File: src/rtl/ssha3_chi_row_if.sv
`default_nettype none
// ============================================================================
// ssha3_chi_row_if : word-addressed memory request/response bus used by the
//                    Keccak-f[800] chi/iota row engine.
// Revision 1.0
// ============================================================================
interface ssha3_chi_row_if #(
   parameter int ADDR_W = 32
) ();
   logic              mem_req;
   logic              mem_wen;
   logic [ADDR_W-1:0] mem_addr;
   logic [31:0]       mem_wdata;
   logic              mem_gnt;
   logic [31:0]       mem_rdata;
   logic              mem_rvalid;

   modport master (
      output mem_req, mem_wen, mem_addr, mem_wdata,
      input  mem_gnt, mem_rdata, mem_rvalid
   );

   modport slave (
      input  mem_req, mem_wen, mem_addr, mem_wdata,
      output mem_gnt, mem_rdata, mem_rvalid
   );
endinterface
`default_nettype wire

File: src/rtl/ssha3_chi_row.sv
`default_nettype none
// ============================================================================
// ssha3_chi_row : iterative Keccak-f[800] chi/iota engine for one row y.
// Revision 1.0
// ============================================================================
module ssha3_chi_row #(
   parameter int ADDR_W = 32
) (
   input  logic              g_clk,
   input  logic              g_resetn,
   input  logic              start,
   input  logic [2:0]        row_y,
   input  logic [ADDR_W-1:0] base_addr,
   input  logic              iota_en,
   input  logic [31:0]       rc,
   output logic              busy,
   output logic              done,
   output logic              err,
   ssha3_chi_row_if.master   mem
);

   typedef enum logic [2:0] {
      S_IDLE    = 3'd0,
      S_RD_REQ  = 3'd1,
      S_RD_WAIT = 3'd2,
      S_WR_REQ  = 3'd3,
      S_DONE    = 3'd4
   } state_t;

   state_t            state;
   state_t            state_nxt;
   logic [2:0]        x_q;
   logic [2:0]        y_q;
   logic [ADDR_W-1:0] base_q;
   logic              iota_q;
   logic [31:0]       rc_q;
   logic [31:0]       lane_buf [5];
   logic [31:0]       chi_raw  [5];
   logic [4:0]        lane_idx;
   logic [ADDR_W-1:0] lane_addr;
   logic [31:0]       lane_out;

   assign lane_idx  = {2'b00, x_q} + 5'({2'b00, y_q} * 5'd5);
   assign lane_addr = base_q + ADDR_W'({lane_idx, 2'b00});

   // Chi reads only the buffered pre-chi lanes, so write order is irrelevant.
   for (genvar gi = 0; gi < 5; gi++) begin : g_chi
      localparam int N1 = (gi + 1) % 5;
      localparam int N2 = (gi + 2) % 5;
      assign chi_raw[gi] = lane_buf[gi] ^ (~lane_buf[N1] & lane_buf[N2]);
   end

   assign lane_out = chi_raw[x_q] ^
                     ((iota_q && y_q == 3'd0 && x_q == 3'd0) ? rc_q : 32'h0);

   always_ff @(posedge g_clk or negedge g_resetn) begin
      if (!g_resetn) begin
         state <= S_IDLE;
      end else begin
         state <= state_nxt;
      end
   end

   always_comb begin
      state_nxt     = state;
      busy          = 1'b0;
      done          = 1'b0;
      mem.mem_req   = 1'b0;
      mem.mem_wen   = 1'b0;
      mem.mem_addr  = '0;
      mem.mem_wdata = '0;
      case (state)
         S_IDLE: begin
            if (start && row_y <= 3'd4) begin
               state_nxt = S_RD_REQ;
            end
         end
         S_RD_REQ: begin
            busy         = 1'b1;
            mem.mem_req  = 1'b1;
            mem.mem_addr = lane_addr;
            if (mem.mem_gnt) begin
               state_nxt = S_RD_WAIT;
            end
         end
         S_RD_WAIT: begin
            busy = 1'b1;
            if (mem.mem_rvalid) begin
               state_nxt = (x_q == 3'd4) ? S_WR_REQ : S_RD_REQ;
            end
         end
         S_WR_REQ: begin
            busy          = 1'b1;
            mem.mem_req   = 1'b1;
            mem.mem_wen   = 1'b1;
            mem.mem_addr  = lane_addr;
            mem.mem_wdata = lane_out;
            if (mem.mem_gnt && x_q == 3'd4) begin
               state_nxt = S_DONE;
            end
         end
         S_DONE: begin
            busy      = 1'b1;
            done      = 1'b1;
            state_nxt = S_IDLE;
         end
         default: begin
            state_nxt = S_IDLE;
         end
      endcase
   end

   always_ff @(posedge g_clk or negedge g_resetn) begin
      if (!g_resetn) begin
         x_q    <= '0;
         y_q    <= '0;
         base_q <= '0;
         iota_q <= 1'b0;
         rc_q   <= '0;
         err    <= 1'b0;
         for (int i = 0; i < 5; i++) begin
            lane_buf[i] <= '0;
         end
      end else begin
         err <= 1'b0;
         case (state)
            S_IDLE: begin
               if (start) begin
                  if (row_y <= 3'd4) begin
                     y_q    <= row_y;
                     base_q <= base_addr & ~ADDR_W'(3);
                     iota_q <= iota_en;
                     rc_q   <= rc;
                     x_q    <= '0;
                  end else begin
                     err <= 1'b1;
                  end
               end
            end
            S_RD_WAIT: begin
               if (mem.mem_rvalid) begin
                  lane_buf[x_q] <= mem.mem_rdata;
                  x_q           <= (x_q == 3'd4) ? 3'd0 : x_q + 3'd1;
               end
            end
            S_WR_REQ: begin
               if (mem.mem_gnt && x_q != 3'd4) begin
                  x_q <= x_q + 3'd1;
               end
            end
            S_DONE: begin
               x_q <= '0;
            end
            default: begin
            end
         endcase
      end
   end

endmodule
`default_nettype wire

File: src/flat_wrapper.sv
// flat-port wrapper written by rule: the top's interface ports become plain ports
module ssha3_chi_row_flat 
#(
   parameter int ADDR_W = 32
)
  (g_clk, g_resetn, start, row_y, base_addr, iota_en, rc, busy, done, err, mem_mem_req, mem_mem_wen, mem_mem_addr, mem_mem_wdata, mem_mem_gnt, mem_mem_rdata, mem_mem_rvalid);
  ssha3_chi_row_if #(.ADDR_W(ADDR_W)) mem_i ();
  input  logic g_clk;
  input  logic g_resetn;
  input  logic start;
  input  logic [2:0] row_y;
  input  logic [ADDR_W-1:0] base_addr;
  input  logic iota_en;
  input  logic [31:0] rc;
  output logic busy;
  output logic done;
  output logic err;
  output wire logic [$bits(mem_i.mem_req)-1:0] mem_mem_req;
  output wire logic [$bits(mem_i.mem_wen)-1:0] mem_mem_wen;
  output wire logic [$bits(mem_i.mem_addr)-1:0] mem_mem_addr;
  output wire logic [$bits(mem_i.mem_wdata)-1:0] mem_mem_wdata;
  input wire logic [$bits(mem_i.mem_gnt)-1:0] mem_mem_gnt;
  input wire logic [$bits(mem_i.mem_rdata)-1:0] mem_mem_rdata;
  input wire logic [$bits(mem_i.mem_rvalid)-1:0] mem_mem_rvalid;
  assign mem_mem_req = mem_i.mem_req;
  assign mem_mem_wen = mem_i.mem_wen;
  assign mem_mem_addr = mem_i.mem_addr;
  assign mem_mem_wdata = mem_i.mem_wdata;
  assign mem_i.mem_gnt = mem_mem_gnt;
  assign mem_i.mem_rdata = mem_mem_rdata;
  assign mem_i.mem_rvalid = mem_mem_rvalid;
  ssha3_chi_row #(.ADDR_W(ADDR_W)) u_core (.g_clk(g_clk), .g_resetn(g_resetn), .start(start), .row_y(row_y), .base_addr(base_addr), .iota_en(iota_en), .rc(rc), .busy(busy), .done(done), .err(err), .mem(mem_i));
endmodule
File: config.mk
export PLATFORM = sky130hd
export DESIGN_NAME = ssha3_chi_row_flat
export DESIGN_NICKNAME = d
export VERILOG_FILES = /design/src/rtl/ssha3_chi_row_if.sv /design/src/rtl/ssha3_chi_row.sv /design/src/flat_wrapper.sv
export SDC_FILE = /design/constraint.sdc
export NUM_CORES = 1
export LEC_CHECK = 0
export BUFFER_PORTS_ARGS = -buffer_cell sky130_fd_sc_hd__buf_2
export CAP_MARGIN = 20
export CORE_MARGIN = 5
export CORE_UTILIZATION = 35
export CTS_CLUSTER_DIAMETER = 40
export DETAILED_ROUTE_END_ITERATION = 6
export PLACE_DENSITY = 0.62
export SYNTH_ARGS = -nofsm -noshare
export SYNTH_HDL_FRONTEND = slang
export SYNTH_SLANG_ARGS = --single-unit
File: constraint.sdc
create_clock -name g_clk -period 9.05 [get_ports g_clk]
set_clock_uncertainty 0.1 [all_clocks]
set_input_delay 0.905 -clock g_clk [delete_from_list [all_inputs] [get_ports g_clk]]
set_output_delay 0.905 -clock g_clk [all_outputs]
set_load 0.05 [all_outputs]
==> results of run 1 <==
## cell usage in the layout, fill, tap and decap left out, types with 4 or more instances in the layout
cell type / Yosys / layout
inv_1: 43 / 42
clkinvlp_4: 0 / 5
ha_1: 16 / 16
inv_6: 0 / 6
dfrtp_1: 233 / 230
o211ai_1: 39 / 39
xnor2_1: 34 / 34
buf_4: 3 / 15
nand2b_1: 129 / 129
o21ai_0: 80 / 80
a41oi_1: 32 / 32
nand2_1: 81 / 81
mux2_4: 30 / 30
and3_1: 5 / 4
o31ai_1: 4 / 4
a21oi_1: 52 / 52
nand3_1: 38 / 37
mux2_1: 6 / 6
mux2_2: 189 / 189
bufinv_16: 0 / 5
clkbuf_1: 46 / 8
o2111ai_1: 4 / 4
buf_2: 28 / 168
or3_1: 10 / 9
a311oi_1: 32 / 32
xor2_1: 17 / 17
and4b_1: 32 / 32
mux2i_1: 32 / 32
a22oi_1: 97 / 97
clkbuf_16: 0 / 47
nand4_1: 5 / 5
nor2_1: 59 / 59
## per-stage QoR
step	util [%]	hold WS (ns)	instances	power (mW)	worst slack, ns
3_3_place_gp	38.6	0.404	2049	5.85	3.78
6_report	42.6	0.288	2137	7.67	3.26
3_5_place_dp	38.8	0.411	2052	5.97	3.73
2_1_floorplan	-	0.371	1423	5.04	4.42
5_1_grt	42.6	0.389	2135	8.22	2.94
4_1_cts	42.6	0.346	2134	7.73	3.11
## kinds of logic after synthesis
logic type / count (synthesis) / synth area share (%)
other: 1 / 0.0257
AOI/OAI and AO/OA: 348 / 16.3
DFF: 233 / 40.0
xor gates and xnor gates: 51 / 3.06
muxes: 257 / 20.4
adders and majority gates: 18 / 1.65
buffers and inverters: 133 / 3.90
and+or+nand+nor: 381 / 14.7
## layer usage
| metal | up-vias | global-route usage, % |
|---|---|---|
| met5 | - | 0 |
| met4 | 4 | 5.41 |
| met3 | 69 | 3.57 |
| met2 | 235 | 28.0 |
| met1 | 5732 | 20.5 |
| li1 | 5593 | - |
## worst max-delay path by stage
stage                       end  slack [ns]     startpoint
3_5_place_dp   mem_mem_addr[31]        3.73  u_core.x_q[2]
6_report       mem_mem_addr[27]        3.26  u_core.x_q[2]
3_3_place_gp   mem_mem_addr[31]        3.78  u_core.x_q[2]
4_1_cts        mem_mem_addr[31]        3.11  u_core.x_q[2]
5_1_grt        mem_mem_addr[27]        2.94  u_core.x_q[2]
2_1_floorplan  mem_mem_addr[21]        4.42  u_core.y_q[0]
## area by class of cell
type,instances,area [um^2]
clock buffers,58,1250
repair buffers,187,1030
well taps,532,666
diodes,2,5.00
flip-flops and latches,233,5840
clock inverters,24,304
multi-input cells,1057,8220
fillers,3898,23500
inverters,44,165
## worst register-to-register path, delay by kind of cell (launching register included)
family / cells / cell delay, ns
buf+inv: 2 / 1.04
flops: 1 / 0.91
mux: 1 / 0.36
simple gates: 1 / 0.92
## registers in the layout (all words and copies together), names as in the netlist
name / flops
u_core.state: 3
u_core.base_q: 30
u_core.lane_buf: 160
u_core.rc_q: 32
u_core.err: 1
u_core.x_q: 3
u_core.y_q: 3
u_core.iota_q: 1
## power by group through the flow
stage               logic (mW)  clock network [mW]  registers, mW
CTS                       3.82                1.75           2.16
detailed placement        3.80                   0           2.17
global placement          3.72                   0           2.13
global route              4.16                1.80           2.26
floorplan                 3.12                   0           1.92
finish                    3.79                1.70           2.17
==> metrics.csv, run 1 <==
metric,value,unit
rsz0062_at_grt,no,
required,8.05,ns
cp-start-kind,flip-flop,
crit_slowest_cell,dfrtp_4,
h-tree-depth,2,
cts_tree,yes,
syn_inst,1422,
cts.clk_slew.worst_paths,0.05,ns
cts_root_buf,clkbuf_16,
setup_viol,0,
p_seq_share,28.3,%
top_layer,met5,
irDropWorstVdd,0.572,mV
die_h,214,um
dieArea,45800,um^2
synth_common_cells,"dfrtp_1, mux2_2, nand2b_1",
grt_use_total,16.3,%
synthArstFlopShare,100,%
grt_pass1_vias,11600,
wirelength,38400,um
p_comb_share,49.5,%
route.met2.wl,18600,um
synth_area_per_cell,10.2,um^2
drive_above_1_share,30.9,%
ant_nets,0,
path_cells,ha_1 > ha_1 > a21o_1 > a21oi_1 > xnor2_1 > ha_1 > inv_1 > o211ai_1 > o211ai_1 > or4_1 > a21oi_1 > buf_2,
synth-main-ff-cell,dfrtp_1,
final.setup.tns,0,ns
io_pins,174,
die_w,214,um
yosysMostFrequentCell,dfrtp_1,
postPlaceCellArea,15900,um^2
synth_top_area_share,40.0,%
end_kind,output pin,
rr_endpoint,u_core.lane_buf[43],
viasPerCell,5.44,
ys_ff_latch,233,
crit_type,flip-flop to output pin,
crit_top_cell,ha_1,
outcome,completed,
portBuffers,169,
finalCritPeriodShare,64.0,%
clkPwrFrac,22.2,%
hold_class,input pin to asynchronous set/reset pin,
reg2regPathDepth,4,
relSlewSlack,31.3,%
switching_power,3.50,mW
clk_latency,0.55,ns
coreArea,41000,um^2
synth_edf_count,0,
swShare,45.7,%
tightest_slew,1.03,ns
fmax,173,MHz
cts_resized,0,
antenna_found_initial,3,
drc,0,
ys_warn_count,0,
p_int,4.17,mW
cts_sinks,233,
ys_types,52,
areaGrowthSynthToFinish,19.9,%
met3_length,1750,um
syn_area,14600,um^2
postLayoutCellArea,17500,um^2
cp.depth,12,
cp_top_family,adder cells,
grt.overflow.total,0,
crit_fanout,73,
synth-seq-area-share,40.0,%
p_per_area,439,nW/um^2
p_leak,7.63,nW
reg2reg_slack,5.61,ns
wire_per_inst,18.0,um
critPathMaxStageDelay,1.10,ns
cts_setup_buffers,0,
period_minus_slack,5.79,ns
numCtsBuffers,45,
dp_hpwl,24600,um
worst-path-buf-inv,2,
hold_buffers,0,
grt_pass1_wl,62100,um
hold_viol,0,
arrival,4.79,ns
rows,74,
clk_path_buf_depth,3,
final_nets,1691,
finalWeightedCongestion,0.797,
drt_first_pass_iters,5,
vias,11600,
initial_utilization,35.5,%
r2r-start,u_core.x_q[0],
maxCapViolations,0,
grt_max_degree,116,
met1Wirelength,17100,um
first_iter_violations,690,
synth_area_leader_cell,dfrtp_1,
final-max-slew-violation-count,0,
ys_top_cells_by_area,"dfrtp_1, mux2_2, nand2b_1, a22oi_1, mux2_4",
Power figures use the tool's default switching activity.
==> run 2: changes to the inputs <==
PLACE_DENSITY = 0.63   (was 0.62)
clock period = 5.3 ns   (was 9.05 ns; I/O delays follow)
==> run 2 against run 1 <==
Compared with the run above:
- critical path type unchanged
- die area stayed put
- final area is 1.4% higher
- clock-buffer cell count is 3 higher
- utilization is 0.59 points higher
- wire length is 0.83% higher
- via count is 1.7% higher
- final cell count is 0.56% higher
- combinational power is 76% higher
- non-clock buffer count is 3 higher
- flip-flop and latch count stayed put
- largest power group unchanged
- global-route usage is 0.18 points higher
- critical path depth stayed put
==> metrics.csv, run 2 (synthesis gave the netlist of run 1 again) <==
metric,value,unit
initial_utilization,35.5,%
hold_class,input pin to flip-flop,
ant_nets,0,
hold_viol,0,
final.setup.tns,0,ns
cp-start-kind,flip-flop,
hold_path_depth,2,
cts.clk_slew.worst_paths,0.05,ns
fillers,3894,
areaGrowthSynthToFinish,21.6,%
final-max-slew-violation-count,0,
hold_slack,0.101,ns
largest_reg_flops,160,
die_h,214,um
rr_endpoint,u_core.lane_buf[41],
tightest_slew,0.988,ns
cp_top_family,adder cells,
dieArea,45800,um^2
p_per_area,760,nW/um^2
antenna_found_initial,3,
layout_common_cells,"dfrtp_1, mux2_2, buf_2, nand2b_1, a22oi_1",
numCtsBuffers,50,
finalCritPeriodShare,88.6,%
setup_viol,0,
required,4.67,ns
rsz0062_at_grt,no,
r2r-start,u_core.x_q[1],
crit_top_cell,ha_1,
wire_per_inst,18.0,um
vias,11800,
grt_pass1_wl,62500,um
drt_first_pass_iters,5,
endpoint,mem_mem_addr[29],
grt.overflow.total,0,
reg_top3,"u_core.lane_buf: 160 flops, u_core.rc_q: 32 flops, u_core.base_q: 30 flops",
outcome,completed,
crit_fanout,17,
maxCapViolations,0,
reg2reg_slack,2.12,ns
p_leak,7.76,nW
h-tree-depth,2,
relSlewSlack,34.1,%
portBuffers,169,
finalWeightedCongestion,0.803,
cp-startpoint,u_core.y_q[0],
grt_pass1_vias,11600,
end_kind,output pin,
cp.depth,12,
first_iter_violations,738,
rows,74,
arrival,4.06,ns
dp_hpwl,24300,um
io_pins,174,
clk_path_buf_depth,3,
cts_setup_buffers,0,
cts_sinks,233,
grt_max_degree,168,
layout.cells.most_common,dfrtp_1,
drive_above_1_share,31.7,%
cts_root_buf,clkbuf_16,
cts_tree,yes,
grt_use_total,16.5,%
path_cells,ha_1 > ha_1 > fa_1 > xor2_1 > ha_1 > nand2_1 > o21ai_0 > a21oi_1 > buf_4 > or4_1 > a21oi_1 > buf_2,
fmax,213,MHz
coreArea,41000,um^2
worst-path-buf-inv,2,
drc,0,
viasPerCell,5.50,
finalPower,13.5,mW
final_nets,1699,
irDropWorstVdd,0.731,mV
critPathMaxStageDelay,0.50,ns
top_register,u_core.lane_buf,
crit_slowest_cell,or4_1,
wirelength,38700,um
reg2regPathDepth,5,
layoutNonFillerInstCount,2149,
crit_type,flip-flop to output pin,
die_w,214,um
dp.cells,2055,
period_minus_slack,4.69,ns
clk_latency,0.56,ns
postLayoutCoreUtil,43.2,%
-- run 2: where the power goes --
group	switching, mW	total, mW	internal, mW	leakage (nW)
logic	4.04	6.68	2.64	3.95
clock network	1.04	3.23	2.19	0.861
registers	0.973	3.56	2.58	2.95
-- run 2: routing by layer --
metal	track usage [%]	wire length, um	vias to the layer above
met1	21.9	17300	5841
met4	5.02	901	4
met3	3.84	2010	78
met2	27.0	18500	298
li1	-	-	5604
met5	0	21	-
-- run 2: area by class of cell --
| cell class | instances | area [um^2] | area share (%) |
|---|---|---|---|
| clock buffer | 61 | 1370 | 7.75 |
| inverter | 44 | 165 | 0.932 |
| sequential | 233 | 5840 | 33.0 |
| tap | 532 | 666 | 3.76 |
| antenna | 1 | 2.50 | 0.0141 |
| timing repair buffer | 190 | 1050 | 5.95 |
| clock inverter | 31 | 395 | 2.23 |
| multi-input combinational | 1057 | 8220 | 46.4 |
-- run 2: worst min-delay path by stage --
stage                           from           endpoint  slack (ns)
finish                         rc[5]     u_core.rc_q[5]        0.10
global route                  rc[10]    u_core.rc_q[10]        0.07
CTS                            rc[4]     u_core.rc_q[4]        0.05
floorplan                   g_resetn  u_core.base_q[10]        0.13
global placement    u_core.base_q[2]   u_core.base_q[2]        0.40
detailed placement  u_core.base_q[2]   u_core.base_q[2]        0.41
-- run 2: metrics by stage --
| stage | cell area, um^2 | worst slack (ns) |
|---|---|---|
| after global placement | 15900 | 1.13 |
| after global routing | 17700 | 0.326 |
| after floorplan | 14600 | 1.05 |
| after CTS | 17700 | 0.559 |
| final | 17700 | 0.606 |
| after detailed placement | 15900 | 1.18 |
-- run 2: timing repair --
item,CTS,global route
gates resized for setup,0,0
hold buffers,1,0
setup endpoints to repair,0,0
endpoints found under the hold margin,99,0
==> run 3: changes to the inputs <==
CORE_UTILIZATION = 40   (was 35)
PLACE_DENSITY = 0.7   (was 0.63)
==> run 3 against run 2 <==
Compared with the run above:
- worst setup slack lost 0.18 ns
- clock-buffer cell count fell by 5
- flip-flop and latch count unchanged
- utilization up 4.8 points
- register-to-register slack lost 0.34 ns
- final cell count is 3.6% lower
- final area fell by 1.8%
- first-iteration DRC count increased by 4.6%
- non-clock buffer count unchanged
- combinational power is essentially flat
- critical path depth up 1
==> metrics.csv, run 3 (synthesis gave the netlist of run 1 again) <==
metric,value,unit
hold_slack,0.121,ns
rsz0062_at_grt,no,
postPlaceCellArea,15800,um^2
portBuffers,169,
die_h,201,um
clk_path_buf_depth,3,
required,4.67,ns
p_leak,7.65,nW
swShare,45.4,%
crit_type,flip-flop to output pin,
wire_per_inst,18.3,um
cts_sinks,233,
p_seq_share,27.4,%
outcome,completed,
drc,0,
numCtsBuffers,43,
arrival,4.24,ns
top_register,u_core.lane_buf,
timing.final.ws_setup,0.428,ns
largest_reg_flops,160,
tightest_slew,1.03,ns
relSlewSlack,31.0,%
hold_buffers,1,
period_minus_slack,4.87,ns
layout_common_cells,"dfrtp_1, mux2_2, buf_2, nand2b_1, a22oi_1",
wirelength,37800,um
clk_latency,0.53,ns
finalCritPeriodShare,91.9,%
p_comb_share,50.8,%
dp.cells,1990,
hold_class,input pin to flip-flop,
dp_hpwl,23700,um
grt_pass1_vias,12000,
postLayoutCellArea,17400,um^2
coreArea,36300,um^2
drive_above_1_share,31.1,%
final_nets,1692,
r2r-start,u_core.x_q[0],
cts_root_buf,clkbuf_16,
fmax,205,MHz
irDropWorstVdd,0.993,mV
rows,70,
switching_power,5.94,mW
grt_pass1_wl,62300,um
reg_top3,"u_core.lane_buf: 160 flops, u_core.rc_q: 32 flops, u_core.base_q: 30 flops",
die_w,201,um
cp-start-kind,flip-flop,
final-max-slew-violation-count,0,
h-tree-depth,2,
dieArea,40400,um^2
antenna_found_initial,2,
cts_setup_buffers,0,
p_per_area,753,nW/um^2
cts_tree,yes,
cts_resized,0,
grt_use_total,18.5,%
dp_slack,0.977,ns
final.setup.tns,0,ns
vias,11800,
maxCapViolations,0,
areaGrowthSynthToFinish,19.4,%
min-delay-start,rc[24],
grt.overflow.total,0,
p_int,7.15,mW
initial_utilization,40.2,%
hold_viol,0,
finalWeightedCongestion,0.812,
crit_fanout,14,
end_kind,output pin,
drt_first_pass_iters,5,
layoutNonFillerInstCount,2071,
clkPwrFrac,21.9,%
layout.cells.most_common,dfrtp_1,
grt_max_degree,132,
viasPerCell,5.72,
cts.clk_slew.worst_paths,0.05,ns
setup_viol,0,
ant_nets,0,
cp-startpoint,u_core.y_q[0],
io_pins,174,
first_iter_violations,772,
run 3: power groups by stage:
stage | clock [mW] | combinational (mW) | sequential [mW]
4_1_cts | 2.94 | 6.71 | 3.55
6_report | 2.87 | 6.65 | 3.58
3_3_place_gp | 0 | 6.48 | 3.48
2_1_floorplan | 0 | 5.33 | 3.28
3_5_place_dp | 0 | 6.66 | 3.57
5_1_grt | 3.03 | 7.29 | 3.73
run 3: metrics by stage:
stage | util, % | power [mW]
after floorplan | - | 8.61
after global placement | 43.7 | 9.97
after detailed placement | 43.7 | 10.2
after CTS | 47.9 | 13.2
after global routing | 48.0 | 14.0
final | 48.0 | 13.1
run 3: path summary, 6_finish.rpt:
kind / end / slack [ns] / cells past startpoint
worst min register to register: u_core.iota_q / 0.42 / 1
worst max-delay path: mem_mem_addr[27] / 0.43 / 13
worst max register to register: u_core.lane_buf[18] / 1.78 / 6
worst min-delay path: u_core.rc_q[24] / 0.12 / 2
min in group asynchronous: u_core.base_q[12] / 0.50 / 2
max in group asynchronous: u_core.rc_q[16] / 3.39 / 3
run 3: cell type report:
class | instances | area [um^2]
timing repair buffer | 190 | 1060
fill | 3320 | 18900
sequential | 233 | 5840
inverter | 44 | 165
tap | 468 | 586
multi-input combinational | 1057 | 8220
clock inverter | 22 | 292
antenna | 1 | 2.50
clock buffer | 56 | 1240
run 3: worst max-delay path, stage by stage, from the launching register on:
cell,delay [ns]
dfrtp_1,0.40
ha_1,0.32
ha_1,0.32
ha_1,0.30
a21o_1,0.18
a21oi_1,0.17
xnor2_1,0.15
ha_1,0.48
inv_1,0.09
o211ai_1,0.10
o211ai_1,0.27
or4_1,0.50
a21oi_1,0.16
buf_2,0.28
run 3: routing by layer:
metal / GRT usage [%] / up-vias / part of all wire [%]
li1: - / 5588 / -
met2: 30.9 / 301 / 49
met3: 3.49 / 82 / 4.9
met5: 0 / - / 0.019
met1: 24.3 / 5873 / 44
met4: 6.24 / 2 / 2.7
